File: src/rtl/multicycle_control_unit.sv
// Multi-cycle RV32I-subset control FSM with wait-stated memory handshakes,
// a retired-instruction counter and a sticky memory-timeout trap.
module multicycle_control_unit #(
  parameter int CNT_WIDTH = 32,
  parameter int TIMEOUT   = 16
) (
  input  logic                 clk,
  input  logic                 rst_n,
  input  logic [31:0]          instr,
  input  logic                 instr_valid,
  input  logic                 EQ,
  input  logic                 mem_ready,
  output logic                 instr_ready,
  output logic                 IRwrite,
  output logic                 RegWrite,
  output logic [2:0]           ALUctrl,
  output logic                 ALUsrc,
  output logic [2:0]           ImmSrc,
  output logic                 PCen,
  output logic                 PCsrc,
  output logic                 MemRead,
  output logic                 MemWrite,
  output logic [1:0]           ResultSrc,
  output logic                 trap,
  output logic [CNT_WIDTH-1:0] instret
);

  localparam int WW = $clog2(TIMEOUT + 1);

  typedef enum logic [2:0] {
    FETCH, DECODE, EXEC, MEM, WB, TRAP
  } state_t;

  state_t        state;
  logic [6:0]    ir_op;
  logic [2:0]    ir_f3;
  logic          ir_f7;
  logic [WW-1:0] wait_cnt;

  logic is_ialu, is_r, is_lw, is_sw;
  logic is_br, is_jal, legal, taken;
  logic expired;

  logic unused_instr;
  assign unused_instr = ^{instr[31], instr[29:15], instr[11:7]};

  assign is_ialu = (ir_op == 7'b0010011) &&
                   (ir_f3 == 3'b000 || ir_f3 == 3'b110 ||
                    ir_f3 == 3'b111);
  assign is_r    = (ir_op == 7'b0110011) && (ir_f3 == 3'b000);
  assign is_lw   = (ir_op == 7'b0000011) && (ir_f3 == 3'b010);
  assign is_sw   = (ir_op == 7'b0100011) && (ir_f3 == 3'b010);
  assign is_br   = (ir_op == 7'b1100011) && (ir_f3[2:1] == 2'b00);
  assign is_jal  = (ir_op == 7'b1101111);
  assign legal   = is_ialu | is_r | is_lw | is_sw | is_br | is_jal;
  // funct3[0] distinguishes bne from beq
  assign taken   = is_br && (ir_f3[0] ? !EQ : EQ);
  assign expired = (wait_cnt == WW'(TIMEOUT - 1));

  always_comb begin
    instr_ready = (state == FETCH);
    trap        = (state == TRAP);
    IRwrite     = 1'b0;
    RegWrite    = 1'b0;
    ALUctrl     = 3'd0;
    ALUsrc      = 1'b0;
    ImmSrc      = 3'd0;
    PCen        = 1'b0;
    PCsrc       = 1'b0;
    MemRead     = 1'b0;
    MemWrite    = 1'b0;
    ResultSrc   = 2'd0;
    // ALU controls stay stable from EXEC through MEM/WB
    if (state == EXEC || state == MEM || state == WB) begin
      unique case (1'b1)
        is_ialu: begin
          ALUsrc  = 1'b1;
          ALUctrl = (ir_f3 == 3'b110) ? 3'd3 :
                    (ir_f3 == 3'b111) ? 3'd2 : 3'd0;
        end
        is_r:   ALUctrl = ir_f7 ? 3'd1 : 3'd0;
        is_lw:  ALUsrc  = 1'b1;
        is_sw: begin
          ALUsrc = 1'b1;
          ImmSrc = 3'd2;
        end
        is_br: begin
          ALUctrl = 3'd1;
          ImmSrc  = 3'd1;
        end
        is_jal: ImmSrc = 3'd3;
        default: ;
      endcase
    end
    case (state)
      FETCH: begin
        IRwrite = instr_valid;
        PCen    = instr_valid;
      end
      EXEC: begin
        PCen  = is_jal | taken;
        PCsrc = is_jal | taken;
      end
      MEM: begin
        MemRead  = is_lw;
        MemWrite = is_sw;
      end
      WB: begin
        RegWrite  = 1'b1;
        ResultSrc = is_lw ? 2'd1 : is_jal ? 2'd2 : 2'd0;
      end
      default: ;
    endcase
  end

  always_ff @(posedge clk or negedge rst_n) begin
    if (!rst_n) begin
      state    <= FETCH;
      ir_op    <= '0;
      ir_f3    <= '0;
      ir_f7    <= 1'b0;
      wait_cnt <= '0;
      instret  <= '0;
    end else begin
      wait_cnt <= '0;
      case (state)
        FETCH: begin
          if (instr_valid) begin
            state <= DECODE;
            ir_op <= instr[6:0];
            ir_f3 <= instr[14:12];
            ir_f7 <= instr[30];
          end else if (expired) begin
            state <= TRAP;
          end else begin
            wait_cnt <= wait_cnt + WW'(1);
          end
        end
        DECODE: state <= legal ? EXEC : TRAP;
        EXEC: begin
          if (is_br) begin
            state   <= FETCH;
            instret <= instret + CNT_WIDTH'(1);
          end else if (is_lw || is_sw) begin
            state <= MEM;
          end else begin
            state <= WB;
          end
        end
        MEM: begin
          // completion takes priority over an expiring wait
          if (mem_ready) begin
            if (is_lw) begin
              state <= WB;
            end else begin
              state   <= FETCH;
              instret <= instret + CNT_WIDTH'(1);
            end
          end else if (expired) begin
            state <= TRAP;
          end else begin
            wait_cnt <= wait_cnt + WW'(1);
          end
        end
        WB: begin
          state   <= FETCH;
          instret <= instret + CNT_WIDTH'(1);
        end
        TRAP:    state <= TRAP;
        default: state <= FETCH;
      endcase
    end
  end

endmodule

File: config.mk
export PLATFORM = sky130hd
export DESIGN_NAME = multicycle_control_unit
export DESIGN_NICKNAME = d
export VERILOG_FILES = /design/src/rtl/multicycle_control_unit.sv
export SDC_FILE = /design/constraint.sdc
export NUM_CORES = 1
export LEC_CHECK = 0
export ABC_AREA = 1
export CAP_MARGIN = 5
export CORE_MARGIN = 8
export CORE_UTILIZATION = 35
export DETAILED_ROUTE_END_ITERATION = 8
export DONT_BUFFER_PORTS = 1
export SLEW_MARGIN = 40
export SYNTH_ARGS = -nofsm -noshare
export SYNTH_HDL_FRONTEND = slang
export SYNTH_SLANG_ARGS = --single-unit
export TNS_END_PERCENT = 30
File: constraint.sdc
create_clock -name clk -period 1.7 [get_ports clk]
set_input_delay 0.51 -clock clk [delete_from_list [all_inputs] [get_ports clk]]
set_output_delay 0.51 -clock clk [all_outputs]
set_load 0.005 [all_outputs]
==> Yosys cells after proc, flatten, opt, wreduce, memory -nomap -nowiden <==
Index checks and enable logic that the tools add are counted.
{ "totals": {"reg_bits": 51, "inputBits": 37, "out_inout_bits": 49, "word_cells": 86} }
{ "op_classes": {"addsub": 2, "eq_ne": 18, "n_mux": 35, "bitwise_logic": 6, "n_reduce_logical": 19} }
{ "op_table": {"columns": ["operator", "n"], "rows": [
  ["32-bit 2-to-1 mux", 3],
  ["32-bit case mux with 3 select lines", 1],
  ["32-bit by 1-bit adder with 32-bit output, second input constant", 1],
  ["3-bit 2-to-1 mux", 8],
  ["5-bit 2-to-1 mux", 3],
  ["3-bit case mux with 5 select lines", 1],
  ["7-bit by 6-bit == test with 1-bit output, second input constant", 2],
  ["7-bit == test, second input constant", 2],
  ["3-bit == test, second input constant", 4],
  ["2-bit 2-to-1 mux", 6],
  ["2-bit case mux with 3 select lines", 2],
  ["5-bit case mux with 2 select lines", 1],
  ["3-bit by 2-bit == test with 1-bit output, second input constant", 3],
  ["1-bit 2-to-1 mux", 9],
  ["7-bit by 2-bit == test with 1-bit output, second input constant", 1],
  ["7-bit by 5-bit == test with 1-bit output, second input constant", 1],
  ["1-bit logical AND", 6],
  ["3-bit logical NOT", 2],
  ["2-bit inequality test, second input constant", 3],
  ["1-bit OR", 6],
  ["5-bit by 1-bit adder with 5-bit output, second input constant", 1],
  ["5-bit by 4-bit == test with 1-bit output, second input constant", 1],
  ["1-bit logical OR", 5],
  ["4-bit AND reduction", 1],
  ["7 further kinds", 7]
]} }

==> Logic depth before layout (Yosys ltp) <==
{ "depth": {"ltp_word": 11, "mapped_depth": 11, "depth_no_buf": 10} }

==> Worst setup path after synthesis <==
No wires, ideal clock.
{ "synth_path": {"kind": "reg-to-output", "from": "register state[1]", "to": "output port IRwrite", "arrival_time_ps": 1164, "slack_ps": 26, "stages_incl_launch_ff": 7, "n_path_buf": 1, "cell_sequence": "dfrtp_1 > inv_1 > nand2_1 > nor2_2 > nand2_2 > inv_2 > buf_4"} }
{ "synth_between": {"elab_chain_len": 2} }
{ "synth_rtl": {"columns": ["item", "line_no", "source"], "rows": [
  ["from (decl)", "34", "state_t state;"],
  ["from (signal assigned)", "139", "DECODE: state <= legal ? EXEC : TRAP;"],
  ["3-bit logical NOT", null, null],
  ["via instr_ready", "13", "output logic instr_ready,"],
  ["1-bit 2-to-1 mux", "95", "case (state)"],
  ["to (decl)", "14", "output logic IRwrite,"]
]} }
The timed path passes the listed nets, and every way through them passes these cells.

==> Final worst setup path <==
{ "layout_path": {"from": "register ir_op[2]", "to": "output port ALUctrl[1]"} }
{ "layout_between": {"elab_chain_len": 4, "elab_cells_between_ends": 8, "cone_classes": "eq/ne: 3; mux: 2; reduce/logical: 3"} }
{ "layout_rtl": {"columns": ["item", "line_no", "source"], "rows": [
  ["from (decl)", "35", "logic [6:0] ir_op;"],
  ["from (signal assigned)", "130", "ir_op <= instr[6:0];"],
  ["7-bit == test (tied with other cells)", "53", "assign is_br = (ir_op == 7'b1100011) && (ir_f3[2:1] == 2'b00);"],
  ["1-bit logical AND (on tied branches)", "53, 47, 50", null],
  ["2-bit case mux with 3 select lines *", "75", "unique case (1'b1)"],
  ["3-bit 2-to-1 mux *", "74", "if (state == EXEC || state == MEM || state == WB) begin"],
  ["to (decl)", "16", "output logic [2:0] ALUctrl,"]
]} }
Mark *: on every way between the ends. The rest lies on a longest branch, timed or not.

==> results.tsv <==
metric	value	unit
dieHeight	114	um
finalSetupViolCount	49	
fin_area	4520	um2
insertion_delay	310	ps
cts_inserted_buffers	5	
io_pins	86	
grt_usage	15.8	%
wire_per_inst	14.8	um
vias	3462	
synth_area_leader_cell	dfrtp_1	
drc_errors	0	
slew_viol_final	0	
design.final.nets	626	
period_minus_slack	2100	ps
grt_pass1_wl	16700	um
port_buffers	0	
timing.final.crit_share	124	%
worst-r2r-cell-count	13	
ant_nets	0	
synth-seq-area-share	37.9	%
clk_pin_slew	110	ps
via_per_inst	4.83	
rsz0062_at_grt	true	
cp-start-kind	register	
place_area	3780	um2
grt_max_degree	52	
tritoncts	done	
synth_top_area_share	37.9	%
setup_slack	-402	ps
cp.arrival	1590	ps
critPathCaptureType	primary output	
root_buffer	clkbuf_8	
critPathRequiredTime	1190	ps
synth_cells	517	
htreeDepth	2	
worstSetupStartpoint	ir_op[2]	
ys_warn_count	0	
place.detailed.hpwl	6950	um
p_leak	0.00215	uW
totalWireLength	10600	um
drive_gt1_share	27.0	%
vdd_drop_max	0.790	mV
cts.sink_count	51	
crit_type	reg2out	
ys_types	30	
placed_cells	677	
power_density	1190	nW/um2
power	5370	uW
fin_skew	17.6	ps
drtIter0Drc	143	
synth.cell_area	3370	um2
synthTopCellsByArea	dfrtp_1 38%, nand2_1 27%, nor2_1 9.6%, nand3b_1 3.3%, nand3_1 3.1%	
min_path_type	in2async	
core-area	9280	um2
start_util	36.3	%
cts_buffer_depth	2	
antenna_found_initial	0	
fp.dieArea	13000	um2
rows	35	
postSynthAreaPerCell	6.51	um2
max_freq	476	MHz
final_hold_viol_count	0	
reg2reg_from	ir_f3[2]	
gp_congestion	0.860	
die_w	114	um
synth-seq-cells	51	
area_growth	34.2	%
final_util	48.6	%
maxCapViolations	0	
first_pass_iters	4	
worstPathMaxFanout	5	
num_antenna_cells	0	
finalNonFillerCells	717	
grt-ovfl-total	0	
violations	negative setup slack	
first_global_vias	3488	
status	finished, violations left	
## logic make-up after synthesis
group | after synthesis | share of synthesized area [%]
XOR/XNOR | 18 | 4.68
flip-flops | 51 | 37.9
AO/OA/AOI/OAI | 16 | 2.68
adder cells (fa/ha/maj) | 2 | 0.743
other | 1 | 0.111
buffers and inverters | 43 | 5.91
AND/OR/NAND/NOR | 386 | 48.0
## sequential cells by signal, indices dropped and copies added (netlist names)
register	cells
instret	32
ir_f3	3
ir_f7	1
ir_op	7
state	3
wait_cnt	5
## cell usage in the layout, fill, tap and decap left out, drive strengths merged
| cell | count |
|---|---|
| o21ai | 10 |
| buf | 70 |
| clkbuf | 5 |
| inv | 33 |
| or2 | 1 |
| nand2 | 246 |
| dfrtp | 51 |
| nand3 | 23 |
| conb | 2 |
| ha | 2 |
| clkinv | 3 |
| nor2 | 94 |
| nor3b | 1 |
| nand3b | 15 |
| a21oi | 3 |
| xor2 | 11 |
| nor3 | 7 |
| xnor2 | 7 |
| a31oi | 1 |
| bufinv | 1 |
| a211oi | 2 |
## worst max-delay path: stages (launching register included)
cell and delay [ps]:
dfrtp_1 420, nor2_4 180, nand2_4 120, nor2_4 150
inv_2 50, a211oi_2 220, buf_4 150
## through the flow
step	setup TNS [ps]	hold slack, ps	setup WS, ps
detailed placement	-5700	216	-195
floorplan	0	214	25.9
global route	-10510	40.4	-482
global placement	-4180	216	-138
CTS	-3910	-126	-321
finish	-5550	45.4	-402
## final cells by class
class / instances / area (um2)
fillers: 920 / 4770
multi-input cells: 425 / 2180
flip-flops and latches: 51 / 1280
repair buffers: 70 / 624
well taps: 129 / 161
inverters: 34 / 150
clock buffers: 5 / 68.8
clock inverters: 3 / 43.8
## cells in the mapped netlist (all sizes together)
cell type  count
o21ai         10
nand3b        15
nor3b          1
xnor2          7
a21oi          3
a211oi         2
conb           1
nor2          93
buf            9
nand2        246
ha             2
a31oi          1
or2            1
nand3         23
xor2          11
dfrtp         51
nor3           7
inv           33
clkinv         1
## layer usage
layer	GRT usage [%]	share of wire (%)	wire (um)	vias to the layer above
met5	0	0	0	-
met4	3.37	1.1	121	0
met3	5.22	7.1	747	11
met2	28.4	51	5360	88
met1	17.6	41	4370	1628
li1	-	-	-	1735
## path summary, 6_finish.rpt
kind / slack, ps / to
min in group clk: 310 / ir_op[2]
max reg2reg: -180 / state[1]
max in group asynchronous: 1400 / state[0]
min reg2reg: 470 / wait_cnt[0]
max: -400 / ALUctrl[1]
min: 50 / instret[18]
## power breakdown
part | switching [uW] | internal, uW | total (uW)
clock | 427 | 439 | 866
sequential | 225 | 1430 | 1660
combinational | 1590 | 1260 | 2850
total | 2240 | 3130 | 5370
## timing repair
action,CTS,global route
resized for setup,61,39
pin swaps,26,22
cloned,1,0
buffers inserted,22,9
setup endpoints to repair,47,52
endpoints found under the hold margin,51,51
Power figures use the tool's default switching activity.
